## src/rtl/uart_tx_buffer.sv

```systemverilog
`default_nettype none
// uart_tx_buffer: byte FIFO between the CPU io write path and a UART transmitter (start/busy handshake).
// Optional feature macro UART_TX_BUF_LEVEL_EN exposes the fill count on port level.
module uart_tx_buffer #(
  parameter  int DEPTH = 16,
  localparam int AW    = $clog2(DEPTH)
) (
  input  logic          clk,
  input  logic          reset,
  input  logic          wr_en,
  input  logic [7:0]    wr_data,
  output logic          full,
  output logic          empty,
  output logic          overflow,
  input  logic          ovf_clr,
  output logic          tx_start,
  output logic [7:0]    tx_data,
`ifdef UART_TX_BUF_LEVEL_EN
  output logic [AW:0]   level,
`endif
  input  logic          tx_busy
);

  localparam logic [1:0] S_IDLE    = 2'd0;
  localparam logic [1:0] S_WAIT_HI = 2'd1;
  localparam logic [1:0] S_WAIT_LO = 2'd2;
  localparam logic [AW:0] FULL_COUNT = (AW+1)'(DEPTH);

  logic [1:0]    state;
  logic [1:0]    state_nxt;
  logic [7:0]    mem [DEPTH];
  logic [AW-1:0] wr_ptr;
  logic [AW-1:0] rd_ptr;
  logic [AW:0]   count;
  logic          push;
  logic          pop;

  // Flags come from the registered count only, so wr_en never reaches them combinationally.
  assign full  = (count == FULL_COUNT);
  assign empty = (count == '0);
  assign push  = wr_en && !full;

`ifdef UART_TX_BUF_LEVEL_EN
  assign level = count;
`endif

  always_ff @(posedge clk) begin
    if (reset) state <= S_IDLE;
    else       state <= state_nxt;
  end

  always_comb begin
    state_nxt = state;
    case (state)
      S_IDLE:    if (!empty && !tx_busy) state_nxt = S_WAIT_HI;
      S_WAIT_HI: if (tx_busy)            state_nxt = S_WAIT_LO;
      S_WAIT_LO: if (!tx_busy)           state_nxt = S_IDLE;
      default:                           state_nxt = S_IDLE;
    endcase
  end

  always_comb begin
    pop = 1'b0;
    if (state == S_IDLE) pop = !empty && !tx_busy;
  end

  always_ff @(posedge clk) begin
    if (push) mem[wr_ptr] <= wr_data;
  end

  // tx_start is registered alongside tx_data so the byte is valid in the pulse cycle.
  always_ff @(posedge clk) begin
    if (reset) begin
      wr_ptr   <= '0;
      rd_ptr   <= '0;
      count    <= '0;
      tx_start <= 1'b0;
      tx_data  <= 8'h00;
    end else begin
      tx_start <= pop;
      if (pop) begin
        tx_data <= mem[rd_ptr];
        rd_ptr  <= rd_ptr + 1'b1;
      end
      if (push) wr_ptr <= wr_ptr + 1'b1;
      case ({push, pop})
        2'b10:   count <= count + 1'b1;
        2'b01:   count <= count - 1'b1;
        default: count <= count;
      endcase
    end
  end

  // A dropped write outranks a same-cycle clear.
  always_ff @(posedge clk) begin
    if (reset)              overflow <= 1'b0;
    else if (wr_en && full) overflow <= 1'b1;
    else if (ovf_clr)       overflow <= 1'b0;
  end

endmodule
`default_nettype wire

```

## config.mk

```make
export PLATFORM = sky130hd
export DESIGN_NAME = uart_tx_buffer
export DESIGN_NICKNAME = d
export VERILOG_FILES = /design/src/rtl/uart_tx_buffer.sv
export SDC_FILE = /design/constraint.sdc
export NUM_CORES = 1
export LEC_CHECK = 0
export CAP_MARGIN = 20
export CORE_MARGIN = 5
export CORE_UTILIZATION = 55
export CTS_CLUSTER_SIZE = 40
export DETAILED_ROUTE_END_ITERATION = 12
export PLACE_DENSITY_LB_ADDON = 0.2
export RECOVER_POWER = 100
export SLEW_MARGIN = 40
export SYNTH_ARGS = -nofsm -noshare
export SYNTH_HDL_FRONTEND = slang
export SYNTH_SLANG_ARGS = --single-unit
```

## constraint.sdc

```tcl
create_clock -name clk -period 3.3 [get_ports clk]
set_input_delay 0.66 -clock clk [delete_from_list [all_inputs] [get_ports clk]]
set_output_delay 0.66 -clock clk [all_outputs]
set_load 0.02 [all_outputs]
```

Word-level counts from Yosys, hierarchy flattened
Memory sizes are Yosys's and may differ from the RTL's. A register that Yosys moved wholly into a read port is not among the register bits.
Cells that the tools add are included.
Cells by class
  add/sub/neg operators: 4
  multipliers: 0
  div/mod/pow operators: 0
  magnitude comparators: 0
  equal/unequal tests: 8
  shifts and indexed selects: 0
  muxes and demuxes: 10
  bitwise gates (word level): 0
  reductions and logical operators: 11
Operators by type and width (number)
  $pmux 5 s2: 1
  $add 4x1->4 const B: 2
  $mux 2: 3
  $pmux 2 s3: 1
  $add 5x1->5 const B: 1
  $eq 5x5->1 const B: 1
  $logic_not 5->1: 1
  $mux 1: 5
  $sub 5x1->5 const B: 1
  $eq 2x1->1 const B: 2
  $eq 2x2->1 const B: 2
  $ne 2x2->1 const B: 2
  $reduce_bool 2->1: 2
  $logic_and 1x1->1: 3
  $logic_not 1->1: 3
  $reduce_and 3->1: 1
  $logic_not 2->1: 1
  $ne 2x1->1 const B: 1
Word-level totals
  register bits: 17
  bits in latches: 0
  bits in writable memories: 128
  bits in read-only memories: 0
  bits of input ports: 13
  word-level logic and storage cells: 40
  memories kept: 1
Memory list
  mem: words 16, width 8, read ports 1, clocked after memory_dff 1, wr ports 1, RTL line 31  | logic [7:0] mem [DEPTH];

Longest topological paths before layout
Gate-level depths: netlist (run 1).
  depth in word-level cells: 6
  mapped depth: 10
  mapped depth without buffers: 9

Worst setup path after synthesis (run 1)
No wires, ideal clock.
  path kind: input to register
  start point: input tx_busy
  end point: register count[4]
  library setup time: 121 ps
  arrival time: 2721 ps
  required time: 3179 ps
  setup slack: 458 ps
  stages: 9
  buffers on the path: 1
  cells stage by stage: nor3_1 -> a21boi_1 -> buf_2 -> ha_1 -> ha_1 -> a21o_1 -> a21oi_1 -> mux2i_1 -> mux2_2
Between the ends
  cells in the longest elaborated chain, start to end: 5
  elaborated cells between the ends (all ways): 7
  those cells by class: eq/ne (2); mux (2); reduce/logical (3)
RTL lines
  from (decl): RTL line 21  | input logic tx_busy
  $logic_not 1->1 *: RTL line 64  | if (state == S_IDLE) pop = !empty && !tx_busy;
  $logic_and 1x1->1 *: RTL line 64
  $mux 1 *: RTL line 64
  net pop: RTL line 36  | logic pop;
  $eq 2x1->1 / $eq 2x2->1 (equally long branches): RTL line 86  | case ({push, pop})
  $pmux 5 s2 / $reduce_bool 2->1 (equally long branches)
  to (signal assigned): RTL line 87  | 2'b10: count <= count + 1'b1;
  to (signal assigned): RTL line 88  | 2'b01: count <= count - 1'b1;
  to (signal assigned): RTL line 89  | default: count <= count;
  to (decl): RTL line 34  | logic [AW:0] count;
Mark *: on every way through the listed nets, which the timed path passes. The rest lies on a longest branch.
A chain may end at the register's enable or synchronous reset.

Final worst setup path (run 1)
  start point: register count[0]
  end point: output full
Between the ends
  cells in the longest elaborated chain, start to end: 1
RTL lines
  $eq 5x5->1: RTL line 39  | assign full = (count == FULL_COUNT);
  to (decl): RTL line 12  | output logic full,
No other way between the ends.

==> results of run 1 <==
registers in the layout, summed over array words and instances (netlist names):
register and flops:
count 5, state 2, rd_ptr 4, overflow 1, tx_data 8, mem 128, wr_ptr 4, tx_start 1
cells in the final DEF, fill, tap and decap left out, types with 6 or more instances in the layout:
| cell type | instances |
|---|---|
| a211oi_1 | 7 |
| clkbuf_16 | 17 |
| dlygate4sd3_1 | 22 |
| nor2_1 | 39 |
| mux2i_1 | 64 |
| o22ai_1 | 30 |
| dfxtp_1 | 24 |
| nor4_1 | 9 |
| edfxtp_1 | 128 |
| ha_1 | 9 |
| nor3_1 | 6 |
| clkbuf_1 | 13 |
logic make-up (layout without fill, tap and decap cells):
kind of cell | after synthesis | in the layout
mux | 67 | 67
simple gates | 77 | 77
buf+inv | 29 | 77
compound gates | 52 | 52
xor+xnor | 10 | 10
fa+ha+maj | 10 | 10
flops | 153 | 153
worst max path at each step:
stage                     cells past startpoint                  start                    end  slack (ns)
final                                         3  count[0]$_SDFFE_PP0P_                   full        0.27
after global routing                          3  count[0]$_SDFFE_PP0P_                   full        0.16
after CTS                                     3  count[0]$_SDFFE_PP0P_                   full        0.41
after detailed placement                      9                tx_busy  count[4]$_SDFFE_PP0P_       0.008
after global placement                        9                tx_busy  count[4]$_SDFFE_PP0P_        0.16
after floorplan                               9                tx_busy  count[4]$_SDFFE_PP0P_        0.46
where the power goes:
group	switching, uW	leakage, uW	internal [uW]
registers	101	0.00136	2230
clock network	718	0.000286	1250
logic	507	0.000644	335
total	1330	0.00229	3820
cells in the mapped netlist, drive strengths merged:
library cell	n	area [um^2]
edfxtp	128	3840
dfxtp	25	500
inv	5	18.8
or4	1	11.3
mux2	1	11.3
a311oi	1	8.76
a21boi	2	15.0
nor4	9	56.3
nor2b	3	18.8
o211ai	4	48.8
nor3	6	30.0
a31oi	1	6.26
a21oi	4	20.0
nand2b	2	12.5
fa	1	20.0
a21o	2	16.3
xor2	5	43.8
clkbuf	5	20.0
nor3b	2	15.0
or3	1	6.26
or3b	3	26.3
xnor2	5	43.8
o22ai	30	188
nor2	39	146
mux4	2	45.0
nand3b	4	30.0
o31ai	1	7.51
and3	2	12.5
mux2i	64	641
a211oi	7	52.6
nand2	4	15.0
buf	19	126
nand3	1	5.00
ha	9	113
layer usage:
| metal | wire [um] | global-route usage [%] |
|---|---|---|
| met4 | 252 | 7.35 |
| met3 | 788 | 6.16 |
| met1 | 5380 | 27.0 |
| met5 | 0 | 0 |
| met2 | 5780 | 30.9 |
final cells by class:
class,count,area share [%]
Multi-Input combinational cell,216,23.1
Clock buffer,18,6.03
Sequential cell,153,61.1
Tap cell,140,2.46
Timing Repair Buffer,41,4.53
Inverter,5,0.264
Clock inverter,13,2.50
through the flow:
step	setup slack (ns)	instance area, um^2
2_1_floorplan	0.458	6170
3_3_place_gp	0.158	6580
3_5_place_dp	0.00792	6580
4_1_cts	0.408	7180
5_1_grt	0.165	7120
6_report	0.271	7120
critical path, stage by stage, from the launching register on:
cell and delay (ns):
dfxtp_1 0.37, or4_1 0.70, nor2_1 0.19, dlygate4sd3_1 0.69
==> metrics.txt, run 1 <==
status completed; Synth Area in Adders 2.15%; Cells after Synth 398; initial core utilization 56.5%; Seq. cell area 0.00435 mm^2; worst path required time 2.64 ns; main combinational cell family by area after synthesis multiplexers; period utilisation layout 91.8%; PwrDens 722 mW/mm^2; total of warnings raised by yosys 0; initial DRC count 332; Synth Area in XOR/XNOR 1.42%; Mapped Nets 421; Die Ht 116 um; fmax 0.330 GHz; # fillers 789; largest net degree at the start of global routing 34; layout cells sized above 1 8.97%; CP endpoint kind primary output; Synth Area in Compound Gates 5.88%; CP arrival 2.37 ns; Slew Limit Fails 0; multi-input logic area 0.00165 mm^2; Critical Path Fanout Max 7; Hold Crit Class reg2reg; Worst-path clk slew 0.06 ns; DP Cell Count 555; final hold violation count 0; reg2reg setup slack 0.42 ns; Die Wd 116 um; synth unique cells 40; GR Overflow Total 0; hold path startpoint state[1]$_SDFFE_PP0P_; Sink Count 153; Vias/cell 5.80; Port Buffer Count 24; Inserted Diodes 0; # hold bufs at CTS 0; DR WL/cell 20.8 um; Core ar. 0.0109 mm^2; Ports 25; Finished Core Util 65.1%; Detail Placement HPWL 8.20 mm; # H-tree levels 4; RSZ-0062 raised after global routing no; mux cell area share after synthesis 11.3%; Worst Tran Pin Value 1.03 ns; post-cts resize count 0; Bufs on Longest Clock Path 2; skew final 0.00555 ns; hold path cells 1; Relative slew margins 31.4%; Total GRT Usage 20.0%; Setup CP Type reg2out; Detail Route Antenna Nets 0; postcts setup bufs 0; Yosys reg bits 153; Final setup viols 0; Fin Setup TNS 0 ns; DR vias 3,398; Worst Hold Slack 0.490 ns; sequential fraction of the synthesis area 70.4%; Leakage 0.00229 uW; Worst-Skew Late Latency 0.41 ns; Post-Synth Simple-Gate Area 6.24%; FP Rows 38; area delta synth->final 15.3%; CTS Buf Count 17; Die ar. 0.0134 mm^2; Final Non-Filler Cells 586; first-pass iteration count of the detailed router 5; Max Cap Violations 0; post-synthesis cell area 0.00617 mm^2; RePlAce Congestion 0.880; vias in the first global route 3,468; R2R cell count 5; Tot Pwr 5140 uW; syn avg cell area 15.5 um^2; Hold EP state[0]$_SDFFE_PP0P_; Worst setup SP type flop; Final Net Count 457; Worst VDD drop 0.000641 V; CTS tree yes; RR Endpoint tx_data[3]$_SDFFE_PP0P_; Tmin final 3.03 ns; DRC violations left 0; initial antenna violation count 0; global-route wire length before repair 19.3 mm; final WL 12.2 mm; Root Driver clkbuf_16; worst r2r src rd_ptr[2]$_SDFFE_PP0P_
(Power assumes the default switching activity.)
==> run 2: changes to the inputs <==
--- a/config.mk
+++ b/config.mk
@@ -5,7 +5,6 @@
 export SDC_FILE = /design/constraint.sdc
 export NUM_CORES = 1
 export LEC_CHECK = 0
-export CAP_MARGIN = 20
 export CORE_MARGIN = 5
 export CORE_UTILIZATION = 55
 export CTS_CLUSTER_SIZE = 40
==> results of run 2 <==
Same layout as run 1: the final DEF is identical, and so are final timing and power.
==> run 3: changes to the inputs <==
--- a/config.mk
+++ b/config.mk
@@ -11,7 +11,7 @@
 export DETAILED_ROUTE_END_ITERATION = 12
 export PLACE_DENSITY_LB_ADDON = 0.2
 export RECOVER_POWER = 100
-export SLEW_MARGIN = 40
+export SLEW_MARGIN = 20
 export SYNTH_ARGS = -nofsm -noshare
 export SYNTH_HDL_FRONTEND = slang
 export SYNTH_SLANG_ARGS = --single-unit
==> results of run 3 <==
Same layout as run 1: the final DEF is identical, and so are final timing and power.
==> RTL edit (config.mk and constraints of run 1) <==
`DEPTH`: 16 -> 8.
--- a/src/rtl/uart_tx_buffer.sv
+++ b/src/rtl/uart_tx_buffer.sv
@@ -3,5 +3,5 @@
 // Optional feature macro UART_TX_BUF_LEVEL_EN exposes the fill count on port level.
 module uart_tx_buffer #(
-  parameter  int DEPTH = 16,
+  parameter  int DEPTH = 8,
   localparam int AW    = $clog2(DEPTH)
 ) (
Check against the original RTL: not equivalent (Yosys sat finds a counterexample within 10 cycles, from zero or initial values and one cycle with reset high).
==> RTL edit against run 1 <==
  * Worst setup slack better by 0.17 ns
  * Routed wire length shrank 49%
  * Via count shrank 45%
  * Sequential cell count fell by 67
  * Cell area down 45%
  * Sequential share of layout area is 0.39 points lower
  * Power decreased by 43%
  * Synthesized area fell by 45%
  * Largest cell class unchanged
  * Highest routed layer unchanged
==> RTL edit: results (changes against run 1) <==
| Metric | Value |
|---|---|
| Outcome | complete, no violations (unchanged) |
| H-tree levels | 3 (was 4) |
| Top flop regs | mem (64), tx_data (8), count (4) (was mem (128), tx_data (8), count (5)) |
| First-pass GRT wire length | 10200 um (was 19300 um) |
| Synth Area in Adders | 0.0184 (was 0.0215) |
| DRT iter0 DRCs | 111 (was 332) |
| XOR/XNOR share of the synthesized area | 0.0206 (was 0.0142) |
| Compound-gate portion of the synthesized area | 0.0279 (was 0.0588) |
| Synth Net Count | 223 (was 421) |
| Post-Syn Instances | 205 (was 398) |
| Layout cells sized above 1 | 0.171 (was 0.0897) |
| Cells taking the most area after synthesis | edfxtp_1, dfxtp_1, mux4_2 (was edfxtp_1, mux2i_1, dfxtp_1) |
| Peak VDD IR | 509 uV (was 641 uV) |
| Vias in the first global route | 2001 (was 3468) |
| Sequential share of the synthesized area | 0.693 (was 0.704) |
| Most common library cells after synthesis | edfxtp_1, dfxtp_1, nor2_1 (was edfxtp_1, mux2i_1, nor2_1) |
| Clock skew | 0.00993 ns (was 0.00555 ns) |
| GRT Total Usage | 0.182 (was 0.200) |
| Clock Pin Slew Worst Setup and Hold Paths | 0.08 ns (was 0.06 ns) |
| Clk Latency, worst-skew pair | 0.34 ns (was 0.41 ns) |
| Post-synthesis mux area share | 0.115 (was 0.113) |
| Worst Path Arrival | 3.09 ns (was 2.37 ns) |
| Critical path launch point | count[1] (was count[0]) |
| Largest net degree at the start of global routing | 19 (was 34) |
| Rel. slew slack | 0.527 (was 0.314) |
| Crit-path max FO | 8 (was 7) |
| CTS root buffer | clkbuf_8 (was clkbuf_16) |
| R2r setup slk | 0.44 ns (was 0.42 ns) |
| Vias/cell | 5.81 (was 5.80) |
| Placed Instances | 306 (was 555) |
| Yosys cell types | 37 (was 40) |
| Post-DP HPWL | 4150 um (was 8200 um) |
| WL/cell | 19.4 um (was 20.8 um) |
| LEAKAGE | 1.32 nW (was 2.29 nW) |
| CTS Buf Count | 9 (was 17) |
| Via Count | 1864 (was 3398) |
| Hold path startpoint | tx_data[0] (was state[1]) |
| Hold_ws | 0.487 ns (was 0.490 ns) |
| Post-synth EDFFs | 64 (was 128) |
| GP Congestion | 0.765 (was 0.880) |
| Pre-antenna DRT Iters | 4 (was 5) |
-- RTL edit: final timing paths --
path	to	depth (start not counted)
min	tx_data[0]	2
max reg2reg	count[3]	6
min reg2reg	tx_data[0]	2
max	count[3]	6
-- RTL edit: logic make-up after synthesis --
| group | Yosys count |
|---|---|
| buffers and inverters | 12 |
| DFF | 86 |
| muxes | 19 |
| adders and majority gates | 5 |
| AOI/OAI and AO/OA | 16 |
| and+or+nand+nor | 59 |
| xor gates and xnor gates | 8 |
-- RTL edit: through the flow --
| stage | utilization | total power [mW] | worst slack, ns | cell area (sq um) |
|---|---|---|---|---|
| 2_1_floorplan | - | 2.07 | 0.624 | 3410 |
| 3_3_place_gp | 0.632 | 2.29 | 0.344 | 3760 |
| 6_report | 0.654 | 2.92 | 0.439 | 3890 |
| 5_1_grt | 0.654 | 3.10 | 0.334 | 3890 |
| 3_5_place_dp | 0.632 | 2.34 | 0.223 | 3760 |
| 4_1_cts | 0.663 | 3.00 | 0.471 | 3950 |
-- RTL edit: worst max-delay path: stages, from the launching register on --
cell	delay, ns
dfxtp_1	0.39
or4b_1	0.64
nand2_1	0.30
ha_1	0.36
or3_2	0.49
o32ai_1	0.19
mux2_2	0.38
-- RTL edit: where the power goes --
part / total [mW] / switching [mW] / leakage (nW) / internal [mW]
sequential: 1.39 / 0.0957 / 0.762 / 1.30
clock: 0.661 / 0.331 / 0.0982 / 0.330
combinational: 0.865 / 0.456 / 0.460 / 0.408
total: 2.92 / 0.883 / 1.32 / 2.03
-- RTL edit: layer usage --
| metal | track usage | wire length (um) | vias to the layer above |
|---|---|---|---|
| li1 | - | - | 863 |
| met2 | 0.306 | 3200 | 57 |
| met3 | 0.0335 | 472 | 10 |
| met1 | 0.224 | 2450 | 934 |
| met4 | 0.0934 | 102 | 0 |
| met5 | 0 | 0 | - |
-- RTL edit: final cells by class --
type / count / area, sq um / area share
tap: 75 / 93.8 / 0.0241
timing repair buffer: 35 / 289 / 0.0742
sequential: 86 / 2360 / 0.607
multi-input combinational: 107 / 953 / 0.245
clock buffer: 12 / 165 / 0.0424
inverter: 3 / 11.3 / 0.00289
clock inverter: 3 / 18.8 / 0.00482
